$ cat config.mk
export PLATFORM = sky130hd
export DESIGN_NAME = uart_burst_bridge_flat
export DESIGN_NICKNAME = d
export VERILOG_FILES = /design/src/rtl/uart_burst_bridge_if.sv /design/src/rtl/uart_burst_bridge.sv /design/src/flat_wrapper.sv
export SDC_FILE = /design/constraint.sdc
export NUM_CORES = 1
export LEC_CHECK = 0
export CORE_MARGIN = 2
export CORE_UTILIZATION = 35
export CTS_CLUSTER_DIAMETER = 30
export DETAILED_ROUTE_END_ITERATION = 12
export GPL_ROUTABILITY_DRIVEN = 0
export MAX_ROUTING_LAYER = met4
export SLEW_MARGIN = 15
export SYNTH_ARGS = -nofsm -noshare
export SYNTH_HDL_FRONTEND = slang
export SYNTH_SLANG_ARGS = --single-unit
$ cat constraint.sdc
create_clock -name clk -period 5.5 [get_ports clk]
set_clock_uncertainty 0.2 [all_clocks]
set_input_delay 0.55 -clock clk [delete_from_list [all_inputs] [get_ports clk]]
set_output_delay 0.55 -clock clk [all_outputs]
set_load 0.05 [all_outputs]
$ cat src/rtl/uart_burst_bridge_if.sv
// Signal bundle shared by the UART byte core, the register bank and the burst bridge.
// The bridge takes the master view; the surrounding environment takes the slave view.
interface uart_burst_bridge_if #(
  parameter int unsigned ADDR_W     = 16,
  parameter int unsigned DATA_BYTES = 2
);
  localparam int unsigned DATA_W = 8 * DATA_BYTES;

  logic [7:0]        rx_data;
  logic              rx_valid;
  logic              rx_error;
  logic [7:0]        tx_data;
  logic              tx_valid;
  logic              tx_ready;
  logic [ADDR_W-1:0] bus_addr;
  logic [DATA_W-1:0] bus_wdata;
  logic              bus_write;
  logic              bus_read;
  logic [DATA_W-1:0] bus_rdata;
  logic              busy;
  logic [7:0]        err_count;

  modport master (
    input  rx_data, rx_valid, rx_error, tx_ready, bus_rdata,
    output tx_data, tx_valid, bus_addr, bus_wdata, bus_write, bus_read, busy, err_count
  );

  modport slave (
    output rx_data, rx_valid, rx_error, tx_ready, bus_rdata,
    input  tx_data, tx_valid, bus_addr, bus_wdata, bus_write, bus_read, busy, err_count
  );
endinterface

$ cat src/rtl/uart_burst_bridge.sv
// Byte-stream command decoder: turns UART command/address/data bytes into register bus
// write and read bursts, streams read data back, and recovers from lost sync on its own.
module uart_burst_bridge #(
  parameter int unsigned ADDR_W         = 16,
  parameter int unsigned DATA_BYTES     = 2,
  parameter int unsigned RD_LATENCY     = 1,
  parameter int unsigned TIMEOUT_CYCLES = 1000
) (
  input logic                 clk,
  input logic                 reset,
  uart_burst_bridge_if.master bif
);
  localparam int unsigned DATA_W     = 8 * DATA_BYTES;
  localparam int unsigned ADDR_BYTES = (ADDR_W + 7) / 8;
  localparam int unsigned TO_W       = $clog2(TIMEOUT_CYCLES);

  typedef enum logic [2:0] {
    StIdle,
    StAddr,
    StWdata,
    StRreq,
    StRwait,
    StRsend
  } state_e;

  state_e            state_q, state_d;
  logic              read_q, read_d;
  logic              inc_q, inc_d;
  logic [5:0]        words_left_q, words_left_d;
  logic [2:0]        byte_cnt_q, byte_cnt_d;
  logic [TO_W-1:0]   idle_cnt_q, idle_cnt_d;
  logic [3:0]        lat_cnt_q, lat_cnt_d;
  logic [ADDR_W-1:0] addr_q, addr_d;
  logic [DATA_W-1:0] wdata_q, wdata_d;
  logic [DATA_W-1:0] tx_sh_q, tx_sh_d;
  logic              tx_valid_q, tx_valid_d;
  logic              bus_write_q, bus_write_d;
  logic [7:0]        err_q, err_d;
  logic              err_inc;

  always_ff @(posedge clk) begin
    if (reset) begin
      state_q      <= StIdle;
      read_q       <= 1'b0;
      inc_q        <= 1'b0;
      words_left_q <= '0;
      byte_cnt_q   <= '0;
      idle_cnt_q   <= '0;
      lat_cnt_q    <= '0;
      addr_q       <= '0;
      wdata_q      <= '0;
      tx_sh_q      <= '0;
      tx_valid_q   <= 1'b0;
      bus_write_q  <= 1'b0;
      err_q        <= '0;
    end else begin
      state_q      <= state_d;
      read_q       <= read_d;
      inc_q        <= inc_d;
      words_left_q <= words_left_d;
      byte_cnt_q   <= byte_cnt_d;
      idle_cnt_q   <= idle_cnt_d;
      lat_cnt_q    <= lat_cnt_d;
      addr_q       <= addr_d;
      wdata_q      <= wdata_d;
      tx_sh_q      <= tx_sh_d;
      tx_valid_q   <= tx_valid_d;
      bus_write_q  <= bus_write_d;
      err_q        <= err_d;
    end
  end

  always_comb begin
    state_d      = state_q;
    read_d       = read_q;
    inc_d        = inc_q;
    words_left_d = words_left_q;
    byte_cnt_d   = byte_cnt_q;
    idle_cnt_d   = idle_cnt_q;
    lat_cnt_d    = lat_cnt_q;
    addr_d       = addr_q;
    wdata_d      = wdata_q;
    tx_sh_d      = tx_sh_q;
    tx_valid_d   = tx_valid_q;
    bus_write_d  = 1'b0;
    err_inc      = 1'b0;

    // Post-increment only once the strobe cycle has shown the old address.
    if (bus_write_q && inc_q) begin
      addr_d = addr_q + 1'b1;
    end

    unique case (state_q)
      StIdle: begin
        if (bif.rx_valid && !bif.rx_error) begin
          read_d       = bif.rx_data[7];
          inc_d        = bif.rx_data[6];
          words_left_d = bif.rx_data[5:0];
          byte_cnt_d   = '0;
          idle_cnt_d   = '0;
          state_d      = StAddr;
        end
      end

      StAddr: begin
        if (bif.rx_valid) begin
          addr_d     = ADDR_W'({addr_q, bif.rx_data});
          idle_cnt_d = '0;
          if (byte_cnt_q == 3'(ADDR_BYTES - 1)) begin
            byte_cnt_d = '0;
            state_d    = read_q ? StRreq : StWdata;
          end else begin
            byte_cnt_d = byte_cnt_q + 1'b1;
          end
        end else if (idle_cnt_q == TO_W'(TIMEOUT_CYCLES - 1)) begin
          state_d = StIdle;
          err_inc = 1'b1;
        end else begin
          idle_cnt_d = idle_cnt_q + 1'b1;
        end
      end

      StWdata: begin
        if (bif.rx_valid) begin
          wdata_d    = DATA_W'({wdata_q, bif.rx_data});
          idle_cnt_d = '0;
          if (byte_cnt_q == 3'(DATA_BYTES - 1)) begin
            byte_cnt_d  = '0;
            bus_write_d = 1'b1;
            if (words_left_q == '0) begin
              state_d = StIdle;
            end else begin
              words_left_d = words_left_q - 1'b1;
            end
          end else begin
            byte_cnt_d = byte_cnt_q + 1'b1;
          end
        end else if (idle_cnt_q == TO_W'(TIMEOUT_CYCLES - 1)) begin
          state_d = StIdle;
          err_inc = 1'b1;
        end else begin
          idle_cnt_d = idle_cnt_q + 1'b1;
        end
      end

      StRreq: begin
        err_inc   = bif.rx_valid;
        lat_cnt_d = 4'd1;
        state_d   = StRwait;
      end

      StRwait: begin
        err_inc = bif.rx_valid;
        if (lat_cnt_q == 4'(RD_LATENCY)) begin
          tx_sh_d    = bif.bus_rdata;
          tx_valid_d = 1'b1;
          byte_cnt_d = '0;
          state_d    = StRsend;
        end else begin
          lat_cnt_d = lat_cnt_q + 1'b1;
        end
      end

      StRsend: begin
        err_inc = bif.rx_valid;
        if (tx_valid_q && bif.tx_ready) begin
          tx_sh_d = tx_sh_q << 8;
          if (byte_cnt_q == 3'(DATA_BYTES - 1)) begin
            tx_valid_d = 1'b0;
            byte_cnt_d = '0;
            if (words_left_q != '0) begin
              words_left_d = words_left_q - 1'b1;
              if (inc_q) begin
                addr_d = addr_q + 1'b1;
              end
              state_d = StRreq;
            end else begin
              state_d = StIdle;
            end
          end else begin
            byte_cnt_d = byte_cnt_q + 1'b1;
          end
        end
      end

      default: state_d = StIdle;
    endcase

    // A framing error drops the byte and overrides whatever it would have done.
    if (bif.rx_error) begin
      err_inc     = 1'b1;
      bus_write_d = 1'b0;
      tx_valid_d  = 1'b0;
      state_d     = StIdle;
    end

    err_d = err_q;
    if (err_inc && (err_q != 8'hFF)) begin
      err_d = err_q + 1'b1;
    end
  end

  assign bif.tx_data   = tx_sh_q[DATA_W-1 -: 8];
  assign bif.tx_valid  = tx_valid_q;
  assign bif.bus_addr  = addr_q;
  assign bif.bus_wdata = wdata_q;
  assign bif.bus_write = bus_write_q;
  assign bif.bus_read  = (state_q == StRreq);
  assign bif.busy      = (state_q != StIdle);
  assign bif.err_count = err_q;
endmodule

$ cat src/flat_wrapper.sv
// flat-port wrapper written by rule: the top's interface ports become plain ports
module uart_burst_bridge_flat 
#(
  parameter int unsigned ADDR_W         = 16,
  parameter int unsigned DATA_BYTES     = 2,
  parameter int unsigned RD_LATENCY     = 1,
  parameter int unsigned TIMEOUT_CYCLES = 1000
)
  (clk, reset, bif_rx_data, bif_rx_valid, bif_rx_error, bif_tx_ready, bif_bus_rdata, bif_tx_data, bif_tx_valid, bif_bus_addr, bif_bus_wdata, bif_bus_write, bif_bus_read, bif_busy, bif_err_count);
  uart_burst_bridge_if #(.ADDR_W(ADDR_W), .DATA_BYTES(DATA_BYTES)) bif_i ();
  input logic clk;
  input logic reset;
  input wire logic [$bits(bif_i.rx_data)-1:0] bif_rx_data;
  input wire logic [$bits(bif_i.rx_valid)-1:0] bif_rx_valid;
  input wire logic [$bits(bif_i.rx_error)-1:0] bif_rx_error;
  input wire logic [$bits(bif_i.tx_ready)-1:0] bif_tx_ready;
  input wire logic [$bits(bif_i.bus_rdata)-1:0] bif_bus_rdata;
  output wire logic [$bits(bif_i.tx_data)-1:0] bif_tx_data;
  output wire logic [$bits(bif_i.tx_valid)-1:0] bif_tx_valid;
  output wire logic [$bits(bif_i.bus_addr)-1:0] bif_bus_addr;
  output wire logic [$bits(bif_i.bus_wdata)-1:0] bif_bus_wdata;
  output wire logic [$bits(bif_i.bus_write)-1:0] bif_bus_write;
  output wire logic [$bits(bif_i.bus_read)-1:0] bif_bus_read;
  output wire logic [$bits(bif_i.busy)-1:0] bif_busy;
  output wire logic [$bits(bif_i.err_count)-1:0] bif_err_count;
  assign bif_i.rx_data = bif_rx_data;
  assign bif_i.rx_valid = bif_rx_valid;
  assign bif_i.rx_error = bif_rx_error;
  assign bif_i.tx_ready = bif_tx_ready;
  assign bif_i.bus_rdata = bif_bus_rdata;
  assign bif_tx_data = bif_i.tx_data;
  assign bif_tx_valid = bif_i.tx_valid;
  assign bif_bus_addr = bif_i.bus_addr;
  assign bif_bus_wdata = bif_i.bus_wdata;
  assign bif_bus_write = bif_i.bus_write;
  assign bif_bus_read = bif_i.bus_read;
  assign bif_busy = bif_i.busy;
  assign bif_err_count = bif_i.err_count;
  uart_burst_bridge #(.ADDR_W(ADDR_W), .DATA_BYTES(DATA_BYTES), .RD_LATENCY(RD_LATENCY), .TIMEOUT_CYCLES(TIMEOUT_CYCLES)) u_core (.clk(clk), .reset(reset), .bif(bif_i));
endmodule
Word level (Yosys, flattened, before mapping). Index checks and enable logic that the tools add are counted.

Input port bits: 29. Logic and storage cells: 123. Flip-flop bits (word level): 86.

Equal/unequal tests: 23. Muxes and demuxes: 52. Bitwise logic cells: 2. Reductions and logical operators: 27. $add $sub $neg: 6.

Operators by type and width (number): two-way mux 16 bit (8); case mux 16 bit (2 select lines) (2); two-way mux 3 bit (15); two-way mux 6 bit (7); two-way mux 10 bit (3); case mux 10 bit (2 select lines) (1); case mux 3 bit (6 select lines) (1); case mux 6 bit (3 select lines) (1); adder 16 x 1 -> 16 bit (second input constant) (1); != test 2 x 1 -> 1 bit (second input constant) (7); case mux 3 bit (4 select lines) (1); adder 10 x 1 -> 10 bit (second input constant) (1); == test 10 bit (second input constant) (1); != test 3 x 2 -> 1 bit (second input constant) (3); adder 8 x 1 -> 8 bit (second input constant) (1); two-way mux 1 bit (8); != test 8 bit (second input constant) (1); case mux 4 bit (2 select lines) (1); AND reduction 8 bit (1); AND reduction 7 bit (1); == test 3 x 1 -> 1 bit (second input constant) (2); == test 3 x 2 -> 1 bit (second input constant) (2); == test 3 bit (second input constant) (2); zero test 6 bit (1); 24 further kinds (38).

Depth between registers and ports, before layout.
Depth in word-level cells: 7. Depth in mapped cells: 8. Mapped depth without buffers: 7.

Least setup slack after synthesis. No wires, ideal clock.

Kind: reg2reg. Start point: reg u_core.addr_q[8], in the netlist u_core.bif.bus_addr[8]. End point: reg u_core.addr_q[15], in the netlist u_core.bif.bus_addr[15]. Cell stages (with the launch flop): 6. Library setup time: 0.124 ns. Path buffers: 0. Clock period less this slack: 2.362 ns. Required time: 5.176 ns. Setup slack: 3.138 ns. Arrival: 2.037 ns. Cell sequence: dfxtp_1 nand4_1 or3_1 o31a_1 a211oi_1 o22ai_1.

Cells in the longest elaborated chain, start to end: 7. Elaborated cells on any way between the ends: 8. Classes of those cells: add/sub: 1; mux: 7.

Ends and longest elaborated chain: start: declaration (line uart_burst_bridge.sv:33) `logic [ADDR_W-1:0] addr_q, addr_d;`; start signal: assignment (line uart_burst_bridge.sv:64) `addr_q <= addr_d;`; adder 16 x 1 -> 16 bit * (line uart_burst_bridge.sv:90, uart_burst_bridge.sv:174); two-way mux 16 bit (line uart_burst_bridge.sv:89) `if (bus_write_q && inc_q) begin`; two-way mux 16 bit (line uart_burst_bridge.sv:173) `if (inc_q) begin`; two-way mux 16 bit (line uart_burst_bridge.sv:171) `if (words_left_q != '0) begin`; two-way mux 16 bit (line uart_burst_bridge.sv:168) `if (byte_cnt_q == 3'(DATA_BYTES - 1)) begin`; two-way mux 16 bit (line uart_burst_bridge.sv:166) `if (tx_valid_q && bif.tx_ready) begin`; case mux 16 bit (2 select lines) * (line uart_burst_bridge.sv:93) `unique case (state_q)`.

Mark *: on every way between the ends. The rest lies on a longest branch, timed or not. A chain may end at the register's enable or synchronous reset.

Worst setup path after layout.
Start point: reg u_core.state_q[2]. End point: reg u_core.words_left_q[3].

Cells in the longest elaborated chain, start to end: 3. Elaborated cells on any way between the ends: 13. Classes of those cells: eq/ne: 9; mux: 1; reduce/logical: 3.

Ends and longest elaborated chain: start: declaration (line uart_burst_bridge.sv:26) `state_e state_q, state_d;`; start signal: assignment (line uart_burst_bridge.sv:43) `state_q <= StIdle;`; start signal: assignment (line uart_burst_bridge.sv:57) `state_q <= state_d;`; == test 3 bit (tied with other cells) (line uart_burst_bridge.sv:93); != test 2 x 1 -> 1 bit (no line) (tied with other cells); AND reduction 8 bit (no line); end signal: assignment (line uart_burst_bridge.sv:60) `words_left_q <= words_left_d;`; end: declaration (line uart_burst_bridge.sv:29) `logic [5:0] words_left_q, words_left_d;`.

Several ways; a longest one is shown, not always the timed one.

==> flow_summary.toml <==
[run_status]
run_status = "completed"

[synth]
ys_ff_latch = 86
synthCells = 602
syn-cell-area_mm2 = 0.00482
synthArstFlopShare_pct = 0
synth_top_area_share_pct = 35.7
syn_area_per_cell_um2 = 8.01
synth_cell_type_count = 81
synth-edff-count = 0
ys_top_cells_by_area = "dfxtp_1 36%, nand2_1 7.0%, a21oi_1 5.7%"
ys_warn_count = 0
synth_flop_cell = "dfxtp_1"
yosysTopAreaCell = "dfxtp_1"
synth_nets = 637
ys_seq_area_share_pct = 35.7

[clock_network]
cts_tree = "built"
clock_path_buffers = 2
cts.sinks = 86
cts-resized-gates = 0
root_buffer = "clkbuf_16"
htree_levels = 3
clkSlewWorstSetupHoldPaths_ns = 0.06
ctsHoldBuffers = 0
cts_buffers = 9
insertion_delay_ns = 0.35
post-cts-setup-buffer-count = 0

[drt]
final_antenna_net_count = 0
via_count = 4729
drt_iter0_drc = 571
wire_per_inst_um = 16.5
drtPass1Iterations = 5
drt_wl_total_um = 13800
viasPerCell = 5.67
drc = 0

[place]
hpwl_um = 9690
port_buffers = 80
post-place-ws_ns = 2.05

[sta]
fmax_mhz = 307
tightest_slew_ns = 1.15
post-route-period-util_pct = 59.2
slew-limit-headroom_pct = 22.7
tns_ns = 0
hold_viol_final = 0
setup_slack_ns = 2.24
rsz0062_at_grt = "no"
setup_viol = 0
period_needed_ns = 3.26
final-max-slew-violation-count = 0

[finish]
drive_gt1_share_pct = 7.75
syn2layout_area_growth_pct = 22.6
diodes = 0
multiInputGateArea_mm2 = 0.00283
final_cell_mix = "90 x nand2_1, 86 x dfxtp_1, 79 x clkdlybuf4s50_1"
fill_cells = 1382
nets = 688
regArea_mm2 = 0.00172
final_common_cell = "nand2_1"

[run]
maxCapViolations = 0

[critical_path]
worstSetupStartpointType = "register"
reg2regPathDepth = 5
crit_start = "u_core.state_q[2]$_SDFFE_PP0P_"
critical_path_class = "reg2reg"
critPathMaxFanout = 22
worst_r2r_endpoint = "u_core.words_left_q[3]$_SDFFE_PP0P_"
reg2reg_from = "u_core.state_q[2]$_SDFFE_PP0P_"
end_kind = "register"
critical_path_required_ns = 5.50
endpoint = "u_core.words_left_q[3]$_SDFFE_PP0P_"
arrival_ns = 3.26
r2r_slack_ns = 2.24

[floorplanning]
rows = 42
die_y_um = 121
io_pins = 81
initial_core_util_pct = 36.1
die_area_mm2 = 0.0147
die_width_um = 121
core_mm2 = 0.0133

[global_route]
antenna_found_initial = 0
grt_max_degree = 70
grtUsageTotal_pct = 19.6
overflow = 0
grt_pass1_vias = 4314
grt_pass1_wl_um = 22300

[hold_path]
hold_class = "reg2reg"
min_from = "u_core.tx_sh_q[4]$_SDFFE_PP0P_"

[power]
vdd_ir_drop_max_mv = 0.145
p_leak_uw = 0.00193
power_density_mw_per_mm2 = 244
[per-layer routing]
layer  share of wire, %  GRT usage (%)
met4                1.2           5.68
met3                6.1           3.95
met5                  0              -
met1                 46           26.0
met2                 47           30.3
[area by class of cell]
cell class | instances | area share [%]
clock inverter | 7 | 0.825
multi-input combinational | 461 | 47.9
timing repair buffer | 83 | 13.8
sequential | 86 | 29.1
clock buffer | 9 | 3.81
tap | 176 | 3.72
inverter | 12 | 0.762
[report_power, final]
part | internal, uW | leakage, uW | total [uW] | switching [uW]
Combinational | 81.5 | 0.00109 | 208 | 126
Sequential | 637 | 0.000695 | 661 | 24.1
Clock | 307 | 0.000136 | 574 | 267
Total | 1030 | 0.00193 | 1440 | 417
[metrics by stage]
stage | total power (uW) | hold slack, ns | std cells | utilization (%) | area [um2]
final | 1440 | 0.252 | 834 | 44.3 | 5910
after global routing | 1500 | 0.271 | 834 | 44.3 | 5910
after CTS | 1450 | 0.254 | 834 | 44.3 | 5910
after detailed placement | 881 | 0.245 | 818 | 42.2 | 5640
after global placement | 878 | 0.240 | 818 | 42.2 | 5640
after floorplan | 812 | 0.232 | 602 | - | 4820
[critical path, stage by stage (launching register included)]
cell,delay [ns]
dfxtp_1,0.89
and3b_1,0.70
nor2_1,0.38
a211oi_2,0.52
or2_0,0.30
o31ai_1,0.11
[cell usage after synthesis, types with 9 or more instances]
cell type  instances
dfxtp_1           86
nand2_1           90
a311oi_1          10
xnor2_1            9
clkbuf_1          17
o31ai_1           12
nor4_1             9
inv_1             10
nor2_1            53
nand3_1           25
buf_2             13
nor3_1            22
a21oi_1           55
buf_4             10
nand4_1           11
o21ai_0           16
[logic make-up (layout without fill, tap and decap cells)]
kind of cell / count (synthesis) / count (layout) / share of synthesized area [%]
compound gates: 161 / 161 / 23.9
xor+xnor: 16 / 16 / 2.91
fa+ha+maj: 6 / 6 / 1.56
buf+inv: 55 / 111 / 5.55
flops: 86 / 86 / 35.7
mux: 8 / 8 / 1.69
simple gates: 270 / 270 / 28.7
[flip-flops by register name (all words and copies together) (netlist names)]
register,cells
u_core.bif.tx_valid,1
u_core.bif.bus_write,1
u_core.words_left_q,6
u_core.read_q,1
u_core.bif.bus_wdata,16
u_core.idle_cnt_q,10
u_core.lat_cnt_q,4
u_core.inc_q,1
u_core.byte_cnt_q,3
u_core.bif.err_count,8
u_core.bif.bus_addr,16
u_core.tx_sh_q,16
u_core.state_q,3
[how the worst min path moves through the flow]
stage                                      to  slack [ns]  depth (start not counted)
5_1_grt        u_core.tx_sh_q[2]$_SDFFE_PP0P_        0.27                          2
3_5_place_dp   u_core.tx_sh_q[6]$_SDFFE_PP0P_        0.24                          2
6_report       u_core.tx_sh_q[4]$_SDFFE_PP0P_        0.25                          2
2_1_floorplan  u_core.tx_sh_q[0]$_SDFFE_PP0P_        0.23                          2
4_1_cts        u_core.tx_sh_q[6]$_SDFFE_PP0P_        0.25                          2
3_3_place_gp   u_core.tx_sh_q[0]$_SDFFE_PP0P_        0.24                          2
No activity file was read; power rests on OpenSTA's default activity.
